`src/rtl/mux2_reg32_if.sv`:
```
// Operand/result bundle for mux2_reg32: select, two operands, valid in; selected data, valid out.
interface mux2_reg32_if #(
    parameter int WIDTH = 32
);
    logic             select;
    logic [WIDTH-1:0] input0;
    logic [WIDTH-1:0] input1;
    logic             in_valid;
    logic [WIDTH-1:0] out;
    logic             out_valid;

    modport master (
        output select, input0, input1, in_valid,
        input  out, out_valid
    );

    modport slave (
        input  select, input0, input1, in_valid,
        output out, out_valid
    );
endinterface

```
`src/rtl/mux2_reg32.sv`:
```
// Two-input WIDTH-bit selector with registered output and travelling valid flag.
// Define MUX2_COMB_OUT_EN to build it as a purely combinational mux (clk/rst_n unused).
module mux2_reg32 #(
    parameter int WIDTH = 32
) (
    input  logic          clk,
    input  logic          rst_n,
    mux2_reg32_if.slave   bus
);

    logic [WIDTH-1:0] w_sel;

    // An unknown select must not quietly merge the operands in simulation.
    always_comb begin
        w_sel = '0;
        case (bus.select)
            1'b0:    w_sel = bus.input0;
            1'b1:    w_sel = bus.input1;
            default: w_sel = 'x;
        endcase
    end

`ifdef MUX2_COMB_OUT_EN

    logic w_unused;
    assign w_unused      = ^{clk, rst_n};
    assign bus.out       = w_sel;
    assign bus.out_valid = bus.in_valid;

`else

    logic [WIDTH-1:0] r_out;
    logic             r_out_valid;

    // Data holds when no sample arrives; only the valid flag drops.
    always_ff @(posedge clk) begin
        if (!rst_n) begin
            r_out       <= '0;
            r_out_valid <= 1'b0;
        end else begin
            r_out_valid <= bus.in_valid;
            if (bus.in_valid)
                r_out <= w_sel;
        end
    end

    assign bus.out       = r_out;
    assign bus.out_valid = r_out_valid;

`endif

endmodule

```
`src/flat_wrapper.sv`:
```
// flat-port wrapper written by rule: the top's interface ports become plain ports
module mux2_reg32_flat 
#(
    parameter int WIDTH = 32
)
  (clk, rst_n, bus_select, bus_input0, bus_input1, bus_in_valid, bus_out, bus_out_valid);
  mux2_reg32_if #(.WIDTH(WIDTH)) bus_i ();
  input  logic clk;
  input  logic rst_n;
  input wire logic [$bits(bus_i.select)-1:0] bus_select;
  input wire logic [$bits(bus_i.input0)-1:0] bus_input0;
  input wire logic [$bits(bus_i.input1)-1:0] bus_input1;
  input wire logic [$bits(bus_i.in_valid)-1:0] bus_in_valid;
  output wire logic [$bits(bus_i.out)-1:0] bus_out;
  output wire logic [$bits(bus_i.out_valid)-1:0] bus_out_valid;
  assign bus_i.select = bus_select;
  assign bus_i.input0 = bus_input0;
  assign bus_i.input1 = bus_input1;
  assign bus_i.in_valid = bus_in_valid;
  assign bus_out = bus_i.out;
  assign bus_out_valid = bus_i.out_valid;
  mux2_reg32 #(.WIDTH(WIDTH)) u_core (.clk(clk), .rst_n(rst_n), .bus(bus_i));
endmodule
```
`config.mk`:
```
export PLATFORM = sky130hd
export DESIGN_NAME = mux2_reg32_flat
export DESIGN_NICKNAME = d
export VERILOG_FILES = /design/src/rtl/mux2_reg32_if.sv /design/src/rtl/mux2_reg32.sv /design/src/flat_wrapper.sv
export SDC_FILE = /design/constraint.sdc
export NUM_CORES = 1
export LEC_CHECK = 0
export ABC_AREA = 1
export CAP_MARGIN = 20
export CORE_MARGIN = 3
export CORE_UTILIZATION = 40
export DETAILED_ROUTE_END_ITERATION = 10
export PLACE_DENSITY = 0.83
export SYNTH_ARGS = -nofsm -noshare
export SYNTH_HDL_FRONTEND = slang
export SYNTH_SLANG_ARGS = --single-unit
```
`constraint.sdc`:
```
create_clock -name clk -period 1.4 [get_ports clk]
set_input_delay 0.21 -clock clk [delete_from_list [all_inputs] [get_ports clk]]
set_output_delay 0.21 -clock clk [all_outputs]
set_load 0.05 [all_outputs]
```
Word-level counts from Yosys, hierarchy flattened:

Cells that the tools add are included.

* muxes and demuxes: 1
* bitwise logic cells: 1

Operators by type and width (count)
* $pmux 32 s2: 1
* $not 1->1: 1

* output and inout bits: 33
* word-level logic and storage cells: 4
* register bits: 33

Longest topological paths before layout:

Gate-level depths: netlist of run 1.

* word-level depth: 2
* depth in mapped cells: 6
* mapped depth without buffers: 4

Least setup slack after synthesis of run 1:

Ideal clock, no wire load.

* path type: register -> register
* start: register, netlist name u_core.bus.out[30]
* end: register u_core.r_out[30] (netlist: u_core.bus.out[30])
* slack: 476 ps
* cell stages (with the launch flop): 3
* library setup time: 64 ps
* arrival time: 860 ps
* buffers on the path: 0
* clock period less this slack: 924 ps
* cells stage by stage: dfxtp_1 -> o21ai_0 -> nor2_1

RTL lines
* end signal: assignment: RTL line mux2_reg32.sv:43 `r_out <= w_sel;`
* end: declaration: RTL line mux2_reg32.sv:32 `logic [WIDTH-1:0] r_out;`

Worst setup path after layout of run 1:

* start: register u_core.r_out[16] (netlist: u_core.bus.out[16])
* end: output bus_out[16]

RTL lines
* end: declaration: RTL line flat_wrapper.sv:14 `output wire logic [$bits(bus_i.out)-1:0] bus_out;`

No word-level cell between the ends.

==> results of run 1 <==
==> how the worst max path moves through the flow <==
| stage | startpoint | endpoint | slack [ns] | cells after the start |
|---|---|---|---|---|
| floorplan | u_core.bus.out[30] | u_core.bus.out[30] | 0.48 | 2 |
| global placement | rst_n | u_core.bus.out[18] | 0.24 | 4 |
| detailed placement | rst_n | u_core.bus.out[24] | 0.18 | 4 |
| CTS | u_core.bus.out[16] | bus_out[16] | 0.36 | 1 |
| global route | u_core.bus.out[15] | bus_out[15] | 0.33 | 1 |
| finish | u_core.bus.out[16] | bus_out[16] | 0.37 | 1 |
==> layer usage <==
layer  GRT usage  vias up
li1            -      999
met1       0.193      824
met4      0.0835        0
met3      0.0554       10
met2       0.355       65
met5           0        -
==> power by group through the flow <==
stage | logic, mW | registers (mW) | clock network (mW)
6_report | 0.950 | 1.08 | 0.656
5_1_grt | 1.02 | 1.08 | 0.714
4_1_cts | 0.959 | 1.08 | 0.676
3_5_place_dp | 0.957 | 1.10 | 0
3_3_place_gp | 0.940 | 1.09 | 0
2_1_floorplan | 0.233 | 1.29 | 0
==> cell usage after synthesis <==
cell type,n,share of area
nor2_1,96,0.21
nand2_1,65,0.14
dfxtp_1,33,0.39
inv_1,33,0.073
o21ai_0,31,0.092
buf_6,8,0.053
buf_4,5,0.022
buf_2,3,0.0089
clkbuf_1,1,0.0022
o21ai_1,1,0.0029
==> layout by cell type, fill, tap and decap left out <==
cell type	synthesis	layout
buf_12	0	36
dfxtp_1	33	33
clkbuf_1	1	3
clkdlybuf4s50_1	0	65
buf_2	3	2
inv_1	33	33
o21ai_1	1	1
nor2_1	96	96
nand2_1	65	65
o21ai_0	31	31
clkbuf_8	0	5
==> registers in the layout, summed over array words and instances, names as in the netlist <==
register and cells:
u_core.bus.out 32, u_core.bus.out_valid 1
==> through the flow <==
stage / instance area, um^2 / total power [mW]
finish: 3070 / 2.68
floorplan: 1700 / 1.53
global route: 3070 / 2.82
global placement: 2990 / 2.03
CTS: 3070 / 2.71
detailed placement: 2990 / 2.06
==> cell type report <==
class / count / area share
Timing Repair Buffer: 103 / 0.450
Multi-Input combinational cell: 193 / 0.249
Sequential cell: 33 / 0.215
Inverter: 33 / 0.0403
Clock buffer: 8 / 0.0261
Tap cell: 50 / 0.0204
==> logic make-up (layout without fill, tap and decap cells) <==
group	count (synthesis)	after routing	synth area share
buffers and inverters	50	144	0.159
AOI/OAI and AO/OA	32	32	0.0945
DFF	33	33	0.390
and+or+nand+nor	161	161	0.356
==> impl_metrics.csv, run 1 <==
group,metric,value,unit
outcome,status,"complete, no violations",
sta,timing.final.ws_setup,0.374,ns
global_route,antenna_found_initial,0,
pwr,p_per_area,873,nW/um^2
sta,grt_setup_unrepaired,"no",
critical_path,crit_required,1.19,ns
drt,wl_met1,1.72,mm
critical_path,slowest_delay,0.39,ns
drt,viasPerCell,4.52,
placement,dpl.hpwl,3.53,mm
drt,post_drt_wl_per_cell,11.0,um
cells_and_area,drive_gt1_frac,0.116,
global_route,first_global_vias,1769,
critical_path,end_kind,"primary output",
cells_and_area,fillers,310,
critical_path,regToRegStartpoint,"u_core.bus.out[27]",
clock_tree,cts_resized,0,
cells_and_area,antennaDiodeCount,0,
clock_tree,cts.path.max_buffers,2,
sta,timing.fmax,0.975,GHz
clock_tree,clkSinkCount,33,
placement,gp_congestion,0.724,
critical_path,slowest_stage,"dfxtp_1",
pwr,leakage,1.47,nW
hold_path,hold_class,"in2reg",
drt,wl,4.64,mm
clock_tree,root_buffer,"clkbuf_8",
drt,drt_pass1_iterations,4,
clock_tree,htree_levels,2,
sta,hold_violations,0,
die,die_area,5060,um^2
logic_synthesis,syn_nets,344,
die,row_count,23,
sta,worst_slew_pin_slew,0.254,ns
critical_path,critical_path_buf_inv_count,1,
critical_path,critPathTopFamily,"flip-flops",
pwr,clock_power_share,0.244,
pwr,p_seq_frac,0.401,
cells_and_area,seq_area,661,um^2
critical_path,crit_chain,"buf_12",
drt,antenna_left,0,
clock_tree,cts_buffers,5,
pwr,pwr-share-comb,0.354,
global_route,grt_start_max_net_pins,66,
pwr,power.switching,823,uW
hold_path,min_path_cells,4,
die,core-area,4060,um^2
cells_and_area,final_util,0.757,
sta,slew_viol_final,0,
logic_synthesis,seq_area_frac_synth,0.390,
drt,drc,0,
placement,io_buffer_count,100,
pwr,peakVddDrop,636,uV
critical_path,cp.arrival,0.82,ns
hold_path,holdPathEnd,"u_core.bus.out_valid",
logic_synthesis,synth_cells,276,
logic_synthesis,syn_area,1700,um^2
critical_path,rrSetupSlack,0.71,ns
pwr,p_int,1.86,mW
drt,met2WireLength,2.52,mm
placement,dp.cells,412,
critical_path,r2r_cells,2,
cells_and_area,multi_input_area,764,um^2
sta,relSlewSlack,0.831,
cells_and_area,layout.nets,437,
job,maxCapViolations,0,
sta,tns,0,ns
placement,pre_cts_ws,0.178,ns
clock_tree,cts_setup_buffers,0,
die,die_w,71.1,um
die,die_h,71.1,um
logic_synthesis,synth_warnings,0,
pwr,sw_frac_of_total,0.307,
critical_path,critical_path_class,"reg2out",
die,initial_core_util,0.418,
sta,whs,0.409,ns
clock_tree,path_clk_slew,0.06,ns
clock_tree,cts_hold_buf,0,
clock_tree,clock_latency,0.27,ns
cells_and_area,syn_to_final_growth,81.3,%
logic_synthesis,synth-seq-cells,33,
global_route,grt_pass1_wl,7.64,mm
critical_path,worst-path-max-fanout,2,
sta,period_share,0.733,
drt,first_iter_violations,105,
critical_path,timing.rr.end,"u_core.bus.out[27]",
logic_synthesis,synth.avg_cell_area,6.14,um^2
sta,fin_crit,1.03,ns
drt,vias,1898,
drt,dr_wl_met3,282,um
drt,topRoutingLayerUsed,"met4",
clock_tree,cts_tree,"done",
global_route,grtUsageTotal,0.190,
sta,setup_viol,0,
die,ios,101,
hold_path,worstHoldStart,"bus_in_valid",
cells_and_area,stdcell_count,420,
logic_synthesis,synth_cell_type_count,10,
sta,clock-skew-final,0,ns
critical_path,worstSetupStartpointType,"flip-flop",
global_route,overflow,0,
Note: power is estimated with default switching activity, not from simulation.
==> run 2: changes to the inputs <==
Settings changed: CORE_UTILIZATION 40 to 34, PLACE_DENSITY 0.83 to 0.75.
Clock period 1.4 ns to 0.8 ns, I/O delays scaled along.
==> run 2 against run 1 <==
  * Clock skew is the same
  * Critical path depth is the same
  * Register-to-register slack worse by 0.62 ns
  * Hold slack lost 0.20 ns
  * Final area up 3.9%
  * Sequential share of layout area increased by 0.55 points
  * Count of clock-buffer cells in the layout is 2 lower
  * Wire length is 4.0% higher
  * Utilization decreased by 9.0 points
  * Critical path type unchanged
  * Sequential power grew 77%
  * Combinational power grew 79%
  * The run now ends with negative setup slack left
==> impl_metrics.csv, run 2 (synthesis results as in run 1) <==
group,metric,value,unit
global_route,overflow,0,
critical_path,r2r_cells,2,
cells_and_area,stdcell_count,441,
sta,worst_slew_pin_slew,0.176,ns
pwr,p_per_area,1510,nW/um^2
sta,relSlewSlack,0.882,
outcome,violations,"negative setup slack",
global_route,grtUsageMet1,0.180,
cells_and_area,largest_reg_flops,32,
cells_and_area,multi_input_area,764,um^2
clock_tree,cts_buffers,5,
die,core-area,4790,um^2
drt,post_drt_wl_per_cell,10.9,um
cells_and_area,final_common_cell,"nor2_1",
cells_and_area,fillers,423,
sta,fin_crit,0.900,ns
clock_tree,cts.path.max_buffers,2,
pwr,leakage,1.52,nW
cells_and_area,syn_to_final_growth,88.4,%
drt,wl,4.82,mm
placement,dp.cells,432,
cells_and_area,mostFrequentLayoutCells,"nor2_1 (96), nand2_1 (65), clkdlybuf4s50_1 (64)",
critical_path,crit_chain,"buf_12",
clock_tree,cts_tree,"done",
sta,hold_violations,0,
drt,drt_pass1_iterations,4,
critical_path,end_kind,"primary output",
critical_path,crit_cells,1,
die,die_w,76.6,um
sta,tns,-2.96,ns
global_route,first_global_vias,1698,
critical_path,rrSetupSlack,0.09,ns
critical_path,cp.arrival,0.78,ns
drt,drc,0,
sta,setup_viol,33,
clock_tree,clkSinkCount,33,
sta,timing.final.ws_setup,-0.0995,ns
drt,viasPerCell,4.21,
pwr,peakVddDrop,896,uV
global_route,grt_use_met2,0.299,
die,die_h,76.6,um
clock_tree,cts_setup_buffers,0,
cells_and_area,drive_gt1_frac,0.219,
clock_tree,clock_latency,0.28,ns
hold_path,hold_class,"in2reg",
die,initial_core_util,0.354,
critical_path,critPathTopFamily,"flip-flops",
global_route,met3_usage,0.0508,
cells_and_area,layout.nets,441,
sta,period_share,1.12,
outcome,status,"finished with violations",
critical_path,critical_path_buf_inv_count,1,
placement,placed_area,3080,um^2
critical_path,slowest_delay,0.36,ns
sta,timing.fmax,1.11,GHz
die,row_count,25,
global_route,grt_pass1_wl,7.80,mm
critical_path,worst-path-max-fanout,2,
die,ios,101,
clock_tree,htree_levels,2,
placement,io_buffer_count,100,
critical_path,critical_path_class,"reg2out",
job,maxCapViolations,0,
critical_path,crit_required,0.68,ns
clock_tree,root_buffer,"clkbuf_8",
critical_path,slowest_stage,"dfxtp_2",
clock_tree,path_clk_slew,0.07,ns
cells_and_area,seq_area,704,um^2
global_route,grtUsageTotal,0.166,
cells_and_area,finalInstanceArea,3190,um^2
placement,dpl.hpwl,3.53,mm
drt,antenna_left,0,
die,die_area,5870,um^2
sta,clock-skew-final,0,ns
cells_and_area,antennaDiodeCount,0,
sta,grt_setup_unrepaired,"yes",
global_route,grt_start_max_net_pins,44,
global_route,antenna_found_initial,0,
drt,vias,1858,
sta,slew_viol_final,0,
critical_path,worstSetupStartpointType,"flip-flop",
hold_path,min_path_cells,5,
global_route,top_usage_layer,"met2",
placement,gp_congestion,0.787,
drt,first_iter_violations,67,
## run 2: power by group
group	switching (mW)	leakage (nW)	internal [mW]
Sequential	0.118	0.284	1.79
Clock	0.597	0.0450	0.602
Combinational	0.793	1.19	0.907
## run 2: final timing paths
path | from | to
setup / recovery | u_core.bus.out[16] | bus_out[16]
hold reg to reg | u_core.bus.out[25] | u_core.bus.out[25]
setup reg to reg | u_core.bus.out[11] | u_core.bus.out[11]
hold / removal | bus_select | u_core.bus.out[31]
## run 2: worst min-delay path, delay by kind of cell
family | cells | cell delay, ns
and+or+nand+nor | 4 | 0.22
buffers and inverters | 1 | 0.13
## run 2: layout make-up
cell class / count / area share
repair buffers: 107 / 0.449
multi-input cells: 193 / 0.239
flip-flops and latches: 33 / 0.221
inverters: 33 / 0.0388
well taps: 67 / 0.0262
clock buffers: 6 / 0.0227
clock inverters: 2 / 0.00313
## run 2: metrics by stage
stage | worst slack [ns] | total power, mW | utilization | hold slack (ns)
detailed placement | -0.325 | 3.64 | 0.643 | 0.505
global route | -0.133 | 5.05 | 0.667 | 0.270
CTS | -0.120 | 4.88 | 0.667 | 0.201
finish | -0.0995 | 4.81 | 0.667 | 0.214
floorplan | 0.0490 | 2.70 | - | 0.254
global placement | -0.275 | 3.61 | 0.643 | 0.485
## run 2: timing repair
action / in CTS / in global routing
hold buffers: 0 / 0
resized for setup: 2 / 1
endpoints found under the setup margin: 36 / 33
gates cloned: 1 / 0
## run 2: per-layer routing
layer | vias to the layer above | wire [um] | share of wire
met4 | 0 | 83 | 0.017
met1 | 788 | 2030 | 0.42
met3 | 5 | 297 | 0.062
li1 | 1007 | - | -
met2 | 58 | 2420 | 0.50
met5 | - | 0 | 0
==> run 3: changes to the inputs <==
Settings changed: CAP_MARGIN 20 to 10, RECOVER_POWER set to 50.
==> run 3 against run 2 <==
  * The run still ends with negative setup slack left
  * Sequential cell count unchanged
  * Sequential share of layout area grew 0.19 points
  * Final area shrank 0.86%
  * Non-clock buffer count stayed put
  * Die area unchanged
  * Via count shrank 0.54%
  * Utilization is 0.58 points lower
  * Maximum frequency is essentially flat
  * Wire length rose by 0.10%
  * Sequential power is essentially flat
  * Clock skew stayed put
  * Setup slack improved by 0.00055 ns
==> impl_metrics.csv, run 3 (synthesis results as in run 1) <==
group,metric,value,unit
critical_path,cp.arrival,0.78,ns
placement,dpl.hpwl,3.53,mm
placement,placed_area,3080,um^2
global_route,met3_usage,0.0508,
cells_and_area,finalInstanceArea,3170,um^2
cells_and_area,layout.nets,441,
drt,antenna_left,0,
clock_tree,cts_buffers,5,
sta,timing.fmax,1.11,GHz
clock_tree,clkSinkCount,33,
sta,timing.final.ws_setup,-0.0990,ns
critical_path,slowest_delay,0.36,ns
outcome,status,"finished with violations",
pwr,sw_frac_of_total,0.315,
critical_path,slowest_stage,"dfxtp_2",
global_route,top_usage_layer,"met2",
global_route,grtUsageTotal,0.166,
critical_path,critPathTopFamily,"flip-flops",
die,ios,101,
cells_and_area,largest_reg_flops,32,
pwr,pwr-share-comb,0.352,
drt,first_iter_violations,71,
drt,drt_pass1_iterations,4,
die,die_w,76.6,um
clock_tree,path_clk_slew,0.07,ns
global_route,antenna_found_initial,0,
cells_and_area,antennaDiodeCount,0,
hold_path,hold_class,"in2reg",
sta,setup_viol,33,
critical_path,worst-path-max-fanout,2,
drt,post_drt_wl_per_cell,10.9,um
clock_tree,htree_levels,2,
pwr,p_seq_frac,0.398,
cells_and_area,mostFrequentLayoutCells,"nor2_1 (96), nand2_1 (65), clkdlybuf4s50_1 (64)",
drt,drc,0,
die,core-area,4790,um^2
sta,slew_viol_final,0,
critical_path,crit_chain,"buf_12",
critical_path,critical_path_buf_inv_count,1,
cells_and_area,drive_gt1_frac,0.219,
global_route,overflow,0,
pwr,power.switching,1.51,mW
sta,clock-skew-final,0,ns
job,maxCapViolations,0,
clock_tree,root_buffer,"clkbuf_8",
cells_and_area,fillers,427,
clock_tree,clock_latency,0.28,ns
drt,wl,4.83,mm
global_route,grtUsageMet1,0.180,
placement,gp_congestion,0.787,
critical_path,worstSetupStartpointType,"flip-flop",
clock_tree,cts_hold_buf,0,
global_route,grt_pass1_wl,7.80,mm
critical_path,critical_path_class,"reg2out",
pwr,power,4.79,mW
die,initial_core_util,0.354,
placement,io_buffer_count,100,
drt,vias,1848,
die,die_h,76.6,um
global_route,grt_start_max_net_pins,44,
critical_path,crit_required,0.68,ns
sta,relSlewSlack,0.797,
die,row_count,25,
clock_tree,cts.path.max_buffers,2,
clock_tree,cts_tree,"done",
cells_and_area,syn_to_final_growth,86.8,%
sta,period_share,1.12,
drt,viasPerCell,4.19,
die,die_area,5870,um^2
sta,fin_crit,0.899,ns
placement,pre_cts_ws,-0.325,ns
sta,grt_setup_unrepaired,"yes",
critical_path,end_kind,"primary output",
pwr,p_per_area,1510,nW/um^2
global_route,first_global_vias,1698,
pwr,peakVddDrop,897,uV
outcome,violations,"negative setup slack",
pwr,leakage,1.51,nW
global_route,grt_use_met2,0.299,
pwr,p_int,3.28,mW
sta,whs,0.218,ns
cells_and_area,final_common_cell,"nor2_1",
sta,worst_slew_pin_slew,0.305,ns
pwr,clock_power_share,0.250,
sta,hold_violations,0,
## run 3: timing repair
item	CTS	global route
gates resized for setup	2	1
buffers inserted	0	0
setup endpoints to repair	36	33
endpoints found under the hold margin	0	0
gates cloned	1	0
pin swaps	0	0
## run 3: path summary, 6_finish.rpt
check	cells after the start	to	slack (ns)	start
max	1	bus_out[16]	-0.1	u_core.bus.out[16]
max reg2reg	2	u_core.bus.out[11]	0.09	u_core.bus.out[11]
min	5	u_core.bus.out[31]	0.22	bus_select
min reg2reg	2	u_core.bus.out[25]	0.54	u_core.bus.out[25]
## run 3: layout make-up
class	count	area [um^2]	area share
multi-input combinational	193	764	0.241
sequential	33	704	0.222
clock inverter	2	10.0	0.00316
clock buffer	6	72.6	0.0229
tap	67	83.8	0.0265
timing repair buffer	107	1410	0.444
inverter	33	124	0.0391
## run 3: through the flow
| step | util | TNS [ns] | std cells |
|---|---|---|---|
| floorplan | - | 0 | 276 |
| global placement | 0.643 | -8.62 | 432 |
| detailed placement | 0.643 | -9.48 | 432 |
| CTS | 0.667 | -3.49 | 441 |
| global route | 0.662 | -4.52 | 441 |
| finish | 0.662 | -2.95 | 441 |
## run 3: routing by layer
layer  routed length, um  share of wire  up-vias
li1                    -              -     1007
met3                 293          0.061        5
met1                2030           0.42      780
met5                   0              0        -
met4                  83          0.017        0
met2                2410           0.50       56
## run 3: power groups by stage
stage,sequential (mW),clock [mW],combinational [mW]
2_1_floorplan,2.29,0,0.408
3_3_place_gp,1.94,0,1.67
3_5_place_dp,1.95,0,1.69
4_1_cts,1.91,1.26,1.72
5_1_grt,1.92,1.32,1.79
6_report,1.91,1.20,1.68
